===== src/rtl/link_tx_sched.sv =====
// Link-layer transmit scheduler: arbitrates handshake/token/data sources, issues one packet at a time.
// Optional per-type grant and timeout counters are enabled with `define LINK_TX_SCHED_STATS_EN.
module link_tx_sched #(
    parameter int IPG     = 4,
    parameter int TIMEOUT = 1024,
    parameter int CW      = 11
) (
    input  logic       clk,
    input  logic       rst_n,
    input  logic       tx_en,
    input  logic       hs_req,
    input  logic [3:0] hs_pid,
    output logic       hs_gnt,
    input  logic       tok_req,
    input  logic [3:0] tok_pid,
    input  logic [6:0] tok_addr,
    output logic       tok_gnt,
    input  logic       dat_req,
    input  logic [3:0] dat_pid,
    input  logic [7:0] dat_byte,
    output logic       dat_gnt,
    output logic       start,
    output logic [1:0] pkt_type,
    output logic [3:0] tx_pid,
    output logic [6:0] tx_addr,
    output logic [7:0] tx_lt_data,
    input  logic       done,
    output logic       busy,
    output logic       err_timeout
`ifdef LINK_TX_SCHED_STATS_EN
    ,
    input  logic        stats_clr,
    output logic [15:0] cnt_tok,
    output logic [15:0] cnt_dat,
    output logic [15:0] cnt_hs,
    output logic [7:0]  cnt_to
`endif
);

    typedef enum logic [1:0] {IDLE, WAIT_DONE, GAP} state_t;

    localparam logic [CW-1:0] TO_LAST  = CW'(TIMEOUT - 1);
    localparam logic [CW-1:0] IPG_LAST = CW'(IPG - 1);

    state_t        state_reg;
    logic [CW-1:0] cnt_reg;
    logic          rr_dat_reg;   // 1: data source has the next tie-break
    logic          win_hs, win_tok, win_dat, win_any;
    logic          timeout_hit;

    always_comb begin
        win_hs  = 1'b0;
        win_tok = 1'b0;
        win_dat = 1'b0;
        if (state_reg == IDLE && tx_en) begin
            if (hs_req)
                win_hs = 1'b1;
            else if (tok_req && dat_req) begin
                win_dat = rr_dat_reg;
                win_tok = !rr_dat_reg;
            end else begin
                win_tok = tok_req;
                win_dat = dat_req;
            end
        end
    end

    assign win_any     = win_hs | win_tok | win_dat;
    // done in the last allowed cycle takes precedence over the abort
    assign timeout_hit = (state_reg == WAIT_DONE) && !done && (cnt_reg == TO_LAST);
    assign busy        = (state_reg != IDLE);

    always_ff @(posedge clk or negedge rst_n) begin
        if (!rst_n) begin
            state_reg   <= IDLE;
            cnt_reg     <= '0;
            rr_dat_reg  <= 1'b0;
            hs_gnt      <= 1'b0;
            tok_gnt     <= 1'b0;
            dat_gnt     <= 1'b0;
            start       <= 1'b0;
            pkt_type    <= 2'b00;
            tx_pid      <= 4'h0;
            tx_addr     <= 7'h00;
            tx_lt_data  <= 8'h00;
            err_timeout <= 1'b0;
        end else begin
            hs_gnt      <= win_hs;
            tok_gnt     <= win_tok;
            dat_gnt     <= win_dat;
            start       <= win_any;
            err_timeout <= timeout_hit;
            case (state_reg)
                IDLE: begin
                    if (win_any) begin
                        state_reg <= WAIT_DONE;
                        cnt_reg   <= '0;
                    end
                    if (win_hs) begin
                        pkt_type   <= 2'b10;
                        tx_pid     <= hs_pid;
                        tx_addr    <= 7'h00;
                        tx_lt_data <= 8'h00;
                    end else if (win_tok) begin
                        pkt_type   <= 2'b00;
                        tx_pid     <= tok_pid;
                        tx_addr    <= tok_addr;
                        tx_lt_data <= 8'h00;
                        rr_dat_reg <= 1'b1;
                    end else if (win_dat) begin
                        pkt_type   <= 2'b01;
                        tx_pid     <= dat_pid;
                        tx_addr    <= 7'h00;
                        tx_lt_data <= dat_byte;
                        rr_dat_reg <= 1'b0;
                    end
                end
                WAIT_DONE: begin
                    if (done || timeout_hit) begin
                        cnt_reg   <= '0;
                        state_reg <= (IPG == 0) ? IDLE : GAP;
                    end else begin
                        cnt_reg <= cnt_reg + CW'(1);
                    end
                end
                GAP: begin
                    if (cnt_reg == IPG_LAST) begin
                        cnt_reg   <= '0;
                        state_reg <= IDLE;
                    end else begin
                        cnt_reg <= cnt_reg + CW'(1);
                    end
                end
                default: state_reg <= IDLE;
            endcase
        end
    end

`ifdef LINK_TX_SCHED_STATS_EN
    always_ff @(posedge clk or negedge rst_n) begin
        if (!rst_n) begin
            cnt_tok <= '0;
            cnt_dat <= '0;
            cnt_hs  <= '0;
            cnt_to  <= '0;
        end else if (stats_clr) begin
            cnt_tok <= '0;
            cnt_dat <= '0;
            cnt_hs  <= '0;
            cnt_to  <= '0;
        end else begin
            if (win_tok && cnt_tok != 16'hFFFF) cnt_tok <= cnt_tok + 16'd1;
            if (win_dat && cnt_dat != 16'hFFFF) cnt_dat <= cnt_dat + 16'd1;
            if (win_hs  && cnt_hs  != 16'hFFFF) cnt_hs  <= cnt_hs  + 16'd1;
            if (timeout_hit && cnt_to != 8'hFF) cnt_to  <= cnt_to  + 8'd1;
        end
    end
`endif

endmodule


===== config.mk =====
export PLATFORM = sky130hd
export DESIGN_NAME = link_tx_sched
export DESIGN_NICKNAME = d
export VERILOG_FILES = /design/src/rtl/link_tx_sched.sv
export SDC_FILE = /design/constraint.sdc
export NUM_CORES = 1
export LEC_CHECK = 0
export CAP_MARGIN = 20
export CORE_MARGIN = 2
export CORE_UTILIZATION = 38
export DETAILED_ROUTE_END_ITERATION = 16
export GPL_TIMING_DRIVEN = 1
export HOLD_SLACK_MARGIN = 0.08
export PLACE_DENSITY = 0.72
export RECOVER_POWER = 50
export REMOVE_ABC_BUFFERS = 1
export SLEW_MARGIN = 20
export SYNTH_ARGS = -nofsm -noshare
export SYNTH_HDL_FRONTEND = slang
export SYNTH_SLANG_ARGS = --single-unit
export TNS_END_PERCENT = 50

===== constraint.sdc =====
create_clock -name clk -period 1.9 [get_ports clk]
set_clock_uncertainty 0.05 [all_clocks]
set_input_delay 0.38 -clock clk [delete_from_list [all_inputs] [get_ports clk]]
set_output_delay 0.38 -clock clk [all_outputs]
set_load 0.03 [all_outputs]

* After elaboration in Yosys (flattened, before gate mapping)
Index checks and enable logic that the tools add are counted.
Widths: inputs -> output; s select.
** Cells by class
- $add $sub $neg :: 1
- Equality and inequality tests :: 7
- Multiplexer cells :: 30
- Bitwise logic cells :: 3
- Reduce and logical (&&, ||, !) cells :: 16
** Operator list (count)
- $mux 11 :: 3
- $pmux 11 s3 :: 1
- $mux 8 :: 3
- $mux 7 :: 3
- $mux 2 :: 6
- $mux 4 :: 3
- $add 11x1->11 const B :: 1
- $eq 11x10->1 const B :: 1
- $eq 11x2->1 const B :: 1
- $mux 1 :: 10
- $pmux 2 s3 :: 1
- $reduce_and 3->1 :: 2
- $reduce_bool 3->1 :: 2
- $logic_and 1x1->1 :: 4
- $ne 2x2->1 const B :: 2
- $reduce_and 2->1 :: 2
- $reduce_bool 2->1 :: 2
- $eq 2x1->1 const B :: 1
- $eq 2x2->1 const B :: 1
- $logic_not 1->1 :: 2
- $logic_not 2->1 :: 1
- $ne 2x1->1 const B :: 1
- $or 1x1->1 :: 2
- $logic_or 1x1->1 :: 1
- $not 1->1 :: 1
** Storage, ports and cells
- Register bits after elaboration :: 40
- Bits of input ports :: 34
- Output and inout port bits :: 27

* Longest topological paths before layout
- Depth in word-level cells :: 8
- Depth in mapped cells :: 7

* Least setup slack after synthesis
No wires, ideal clock.
- Kind :: register -> register
- Start :: register state_reg[0]
- End :: register rr_dat_reg
- Setup time :: 132 ps
- Data arrival time :: 1588 ps
- Path slack :: 130 ps
- Cell stages (with the launch flop) :: 8
- Buffers on the path :: 2
- Period minus slack after synthesis :: 1770 ps
- Path through :: dfrtp_1 inv_1 ha_1 buf_2 nand3b_1 a211oi_2 buf_2 o22ai_1
** Between the ends
- Cells in the longest elaborated chain, start to end :: 5
- Elaborated cells between the ends (all ways) :: 9
- Classes of those cells :: mux (4); bitwise (1); reduce/logical (4)
** Ends and longest elaborated chain
- start: declaration :: line 45 : state_t state_reg;
- start signal: assignment :: line 121 : state_reg <= (IPG == 0) ? IDLE : GAP;
- $logic_not 2->1 :: line 55 : if (state_reg == IDLE && tx_en) begin
- $logic_and 1x1->1 :: line 55
- $mux 1 :: line 55
- net win_dat :: line 48 : logic win_hs, win_tok, win_dat, win_any;
- $reduce_bool 2->1 (no source line)
- $reduce_and 3->1 (no source line)
- end signal: assignment :: line 77 : rr_dat_reg <= 1'b0;
- end signal: assignment :: line 109 : rr_dat_reg <= 1'b1;
- end signal: assignment :: line 115 : rr_dat_reg <= 1'b0;
- end: declaration :: line 47 : logic rr_dat_reg;
The timed path passes the listed nets, and every way through them passes these cells.
A chain may end at the register's enable or synchronous reset.

* Worst setup path in the final report
- Start :: register cnt_reg[1]
- End :: register cnt_reg[3]
** Between the ends
- Cells in the longest elaborated chain, start to end :: 5
- Elaborated cells between the ends (all ways) :: 8
- Classes of those cells :: add/sub (1); eq/ne (2); mux (3); reduce/logical (2)
** Ends and longest elaborated chain
- start: declaration :: line 46 : logic [CW-1:0] cnt_reg;
- start signal: assignment :: line 123 : cnt_reg <= cnt_reg + CW'(1);
- start signal: assignment :: line 131 : cnt_reg <= cnt_reg + CW'(1);
- parallel branches: the longest is 4 deep, another holds $add 11x1->11
- $pmux 11 s3 (*) :: line 93 : case (state_reg)
Mark *: on every way between the ends.

==> impl_results.md <==
- First-pass DRT Iterations: 4
- CTS max path bufs: 2
- Worst hold path depth: 1
- Slowest-stage cell, CP: dfrtp_1
- Leakage: 1.32 nW
- Wirelength per Cell: 14.7 µm
- Final worst slack: 0.0750 ns
- Core ar.: 5070 µm²
- Post-DR vias/cell: 5.24
- Post-synthesis register bit count: 40
- Die W: 76.5 µm
- Reg2reg start: cnt_reg[1]$_DFFE_PN0P_
- TritonCTS clock tree: yes
- Asr flop ratio synth: 1.00
- Critical path type: reg -> reg
- First-pass GRT wire length: 8410 µm
- Placement row count: 26
- Final Hold Fails: 0
- DRC viols: 0
- Vias: 1791
- Tcrit/Tclk final: 0.961
- Fillcell total: 450
- HP Class: reg -> reg
- Level count of the clock H-tree: 2
- Initial antenna violation count: 0
- CP Capture Type: flop
- WHS Endpoint: tx_pid[3]$_DFFE_PN0P_
- Worst EP required: 1.99 ns
- Yosys warnings: 0
- Layout Utilization: 0.602
- Num CTS Buffers: 5
- Pins over their slew limit: 0
- Die area: 5850 µm²
- Worst slack, placed: -0.205 ns
- Largest net degree at the start of global routing: 20
- Crit path DAT: 1.92 ns
- Reg2Reg Depth: 6
- Max-Cap Viols: 0
- Nets@finish: 313
- Worst Path Max Fanout: 7
- Setup TNS: 0 ns
- Worst skew pair latency: 0.28 ns
- Number of global-route vias before repair: 1771
- Max reg flops: 11
- Share of the yosys chip area belonging to registers: 0.502
- I/O Buffers: 60
- Syn avg cell area: 11.0 µm²
- Slowest stage delay, CP: 0.38 ns
- Peak supply drop: 703 µV
- Critical Path, Cell by Cell: ha_2 > and4_4 > a31oi_2 > buf_4 > o21ai_2 > o211ai_1
- Endpoints failing setup: 0
- GRT Util Overall: 0.178
- Starting DRT DRC Count: 87
- Die height: 76.5 µm
- Period minus WS final: 1.83 ns
- Synth-to-Final Area Change: 53.0%
- Fmax achieved: 548 MHz
- HPWL after DPL: 3770 µm
- Layout cell share with drive strength beyond 1: 0.213
- Num ports: 61
- Root Buffer: clkbuf_8
- P per Cell Area: 1300 nW/µm²
- Syn Std Cell Area: 2000 µm²
- Distinct cells, synth: 49
- Cells after synthesis: 181
- Routability cong.: 0.841
- Slew @ Worst Pin: 1.02 ns
- Hold_sp: tx_pid[3]$_DFFE_PN0P_
- Status: complete, no violations
- R2R setup slack: 0.07 ns
- EDFF count, synth: 0
- Grt ovf: 0
- Clock-pin slew on the worst setup and hold paths: 0.08 ns
- Synth Flop Type: dfrtp_1
- Initial Util: 0.393
- Antenna fix cells: 0
- Routed Antenna Nets: 0
- Hold slack: 0.443 ns
- Routed WL: 5020 µm
- Rel. slew slack: 0.320
- Critical path launch point type: flop
- Overall Power: 0.00398 W
- Critical R2R Capture: cnt_reg[3]$_DFFE_PN0P_
- Sink Count: 40
synth_stat cells, drive strengths merged (7+ instances only):
| master | n | area, µm² |
|---|---|---|
| dfrtp | 40 | 1000 |
| nand2 | 19 | 71.3 |
| a22o | 15 | 131 |
| inv | 9 | 33.8 |
| o21ai | 9 | 48.8 |
| nor2 | 8 | 32.5 |
| o2111ai | 8 | 70.1 |
| buf | 7 | 43.8 |
| ha | 7 | 87.6 |
| nand3 | 7 | 40.0 |
| o211ai | 7 | 62.6 |
logic make-up (layout without fill, tap and decap cells):
family	count (synthesis)	in the layout	share of synthesized area
AO/OA/AOI/OAI	58	58	0.239
multiplexers	6	6	0.0339
adder cells (fa/ha/maj)	7	7	0.0439
flip-flops	40	40	0.502
AND/OR/NAND/NOR	54	54	0.143
buffers and inverters	16	107	0.0389
stage by stage:
step	cell area, µm²	std cells
6_report	3050	342
5_1_grt	3050	342
4_1_cts	3010	340
3_5_place_dp	2860	331
3_3_place_gp	2860	331
2_1_floorplan	1950	174
placed cells by master (no fill, tap or decap), types with 6 or more instances in the layout:
cell,n
a22o_1,15
buf_4,27
clkdlybuf4s50_1,58
dfrtp_1,40
inv_1,8
nand2_1,19
nand3_1,6
nor2_1,7
o2111ai_1,8
o21ai_1,7
area by class of cell:
class | instances | area, µm² | share of cell area
multi-input combinational | 125 | 948 | 0.311
timing repair buffer | 91 | 853 | 0.280
clock inverter | 2 | 60.1 | 0.0197
inverter | 9 | 33.8 | 0.0111
tap | 70 | 87.6 | 0.0287
clock buffer | 5 | 68.8 | 0.0225
sequential | 40 | 1000 | 0.328
report_power, final:
group	switching (W)	internal (W)	total [W]	leakage [nW]
Sequential	0.000133	0.00108	0.00121	0.533
Combinational	0.00107	0.000894	0.00197	0.727
Clock	0.000283	0.000517	0.000800	0.0642
worst max path at each step:
stage / end / start / slack [ns] / cells past startpoint
after floorplan: state_reg[0]$_DFFE_PN0P_ / cnt_reg[0]$_DFFE_PN0P_ / -0.16 / 5
after global placement: cnt_reg[7]$_DFFE_PN0P_ / hs_req / -0.15 / 6
after detailed placement: cnt_reg[7]$_DFFE_PN0P_ / hs_req / -0.20 / 6
after CTS: cnt_reg[7]$_DFFE_PN0P_ / cnt_reg[1]$_DFFE_PN0P_ / 0.01 / 6
after global routing: tx_lt_data[2]$_DFFE_PN0P_ / state_reg[0]$_DFFE_PN0P_ / -0.02 / 7
final: cnt_reg[3]$_DFFE_PN0P_ / cnt_reg[1]$_DFFE_PN0P_ / 0.07 / 6
worst max-delay path, delay by kind of cell (launching register included):
kind	cells	cell delay (ns)
AOI/OAI and AO/OA	3	0.59
adders and majority gates	1	0.22
buffers and inverters	1	0.18
DFF	1	0.38
and+or+nand+nor	1	0.27
metal layers:
layer	vias to the layer above	track usage	part of all wire
met5	-	0	0
met4	0	0.0691	0.022
met3	10	0.0284	0.036
met2	49	0.296	0.50
met1	859	0.233	0.44
li1	873	-	-
what timing repair did:
action                                 4_1_cts  5_1_grt
endpoints found under the hold margin       17        0
cloned                                       0        0
buffers inserted                             1        2
setup endpoints to repair                    7       27
resized for setup                            1        6
pin swaps                                    1        0
hold buffers                                 1        0
(Power assumes the default switching activity.)
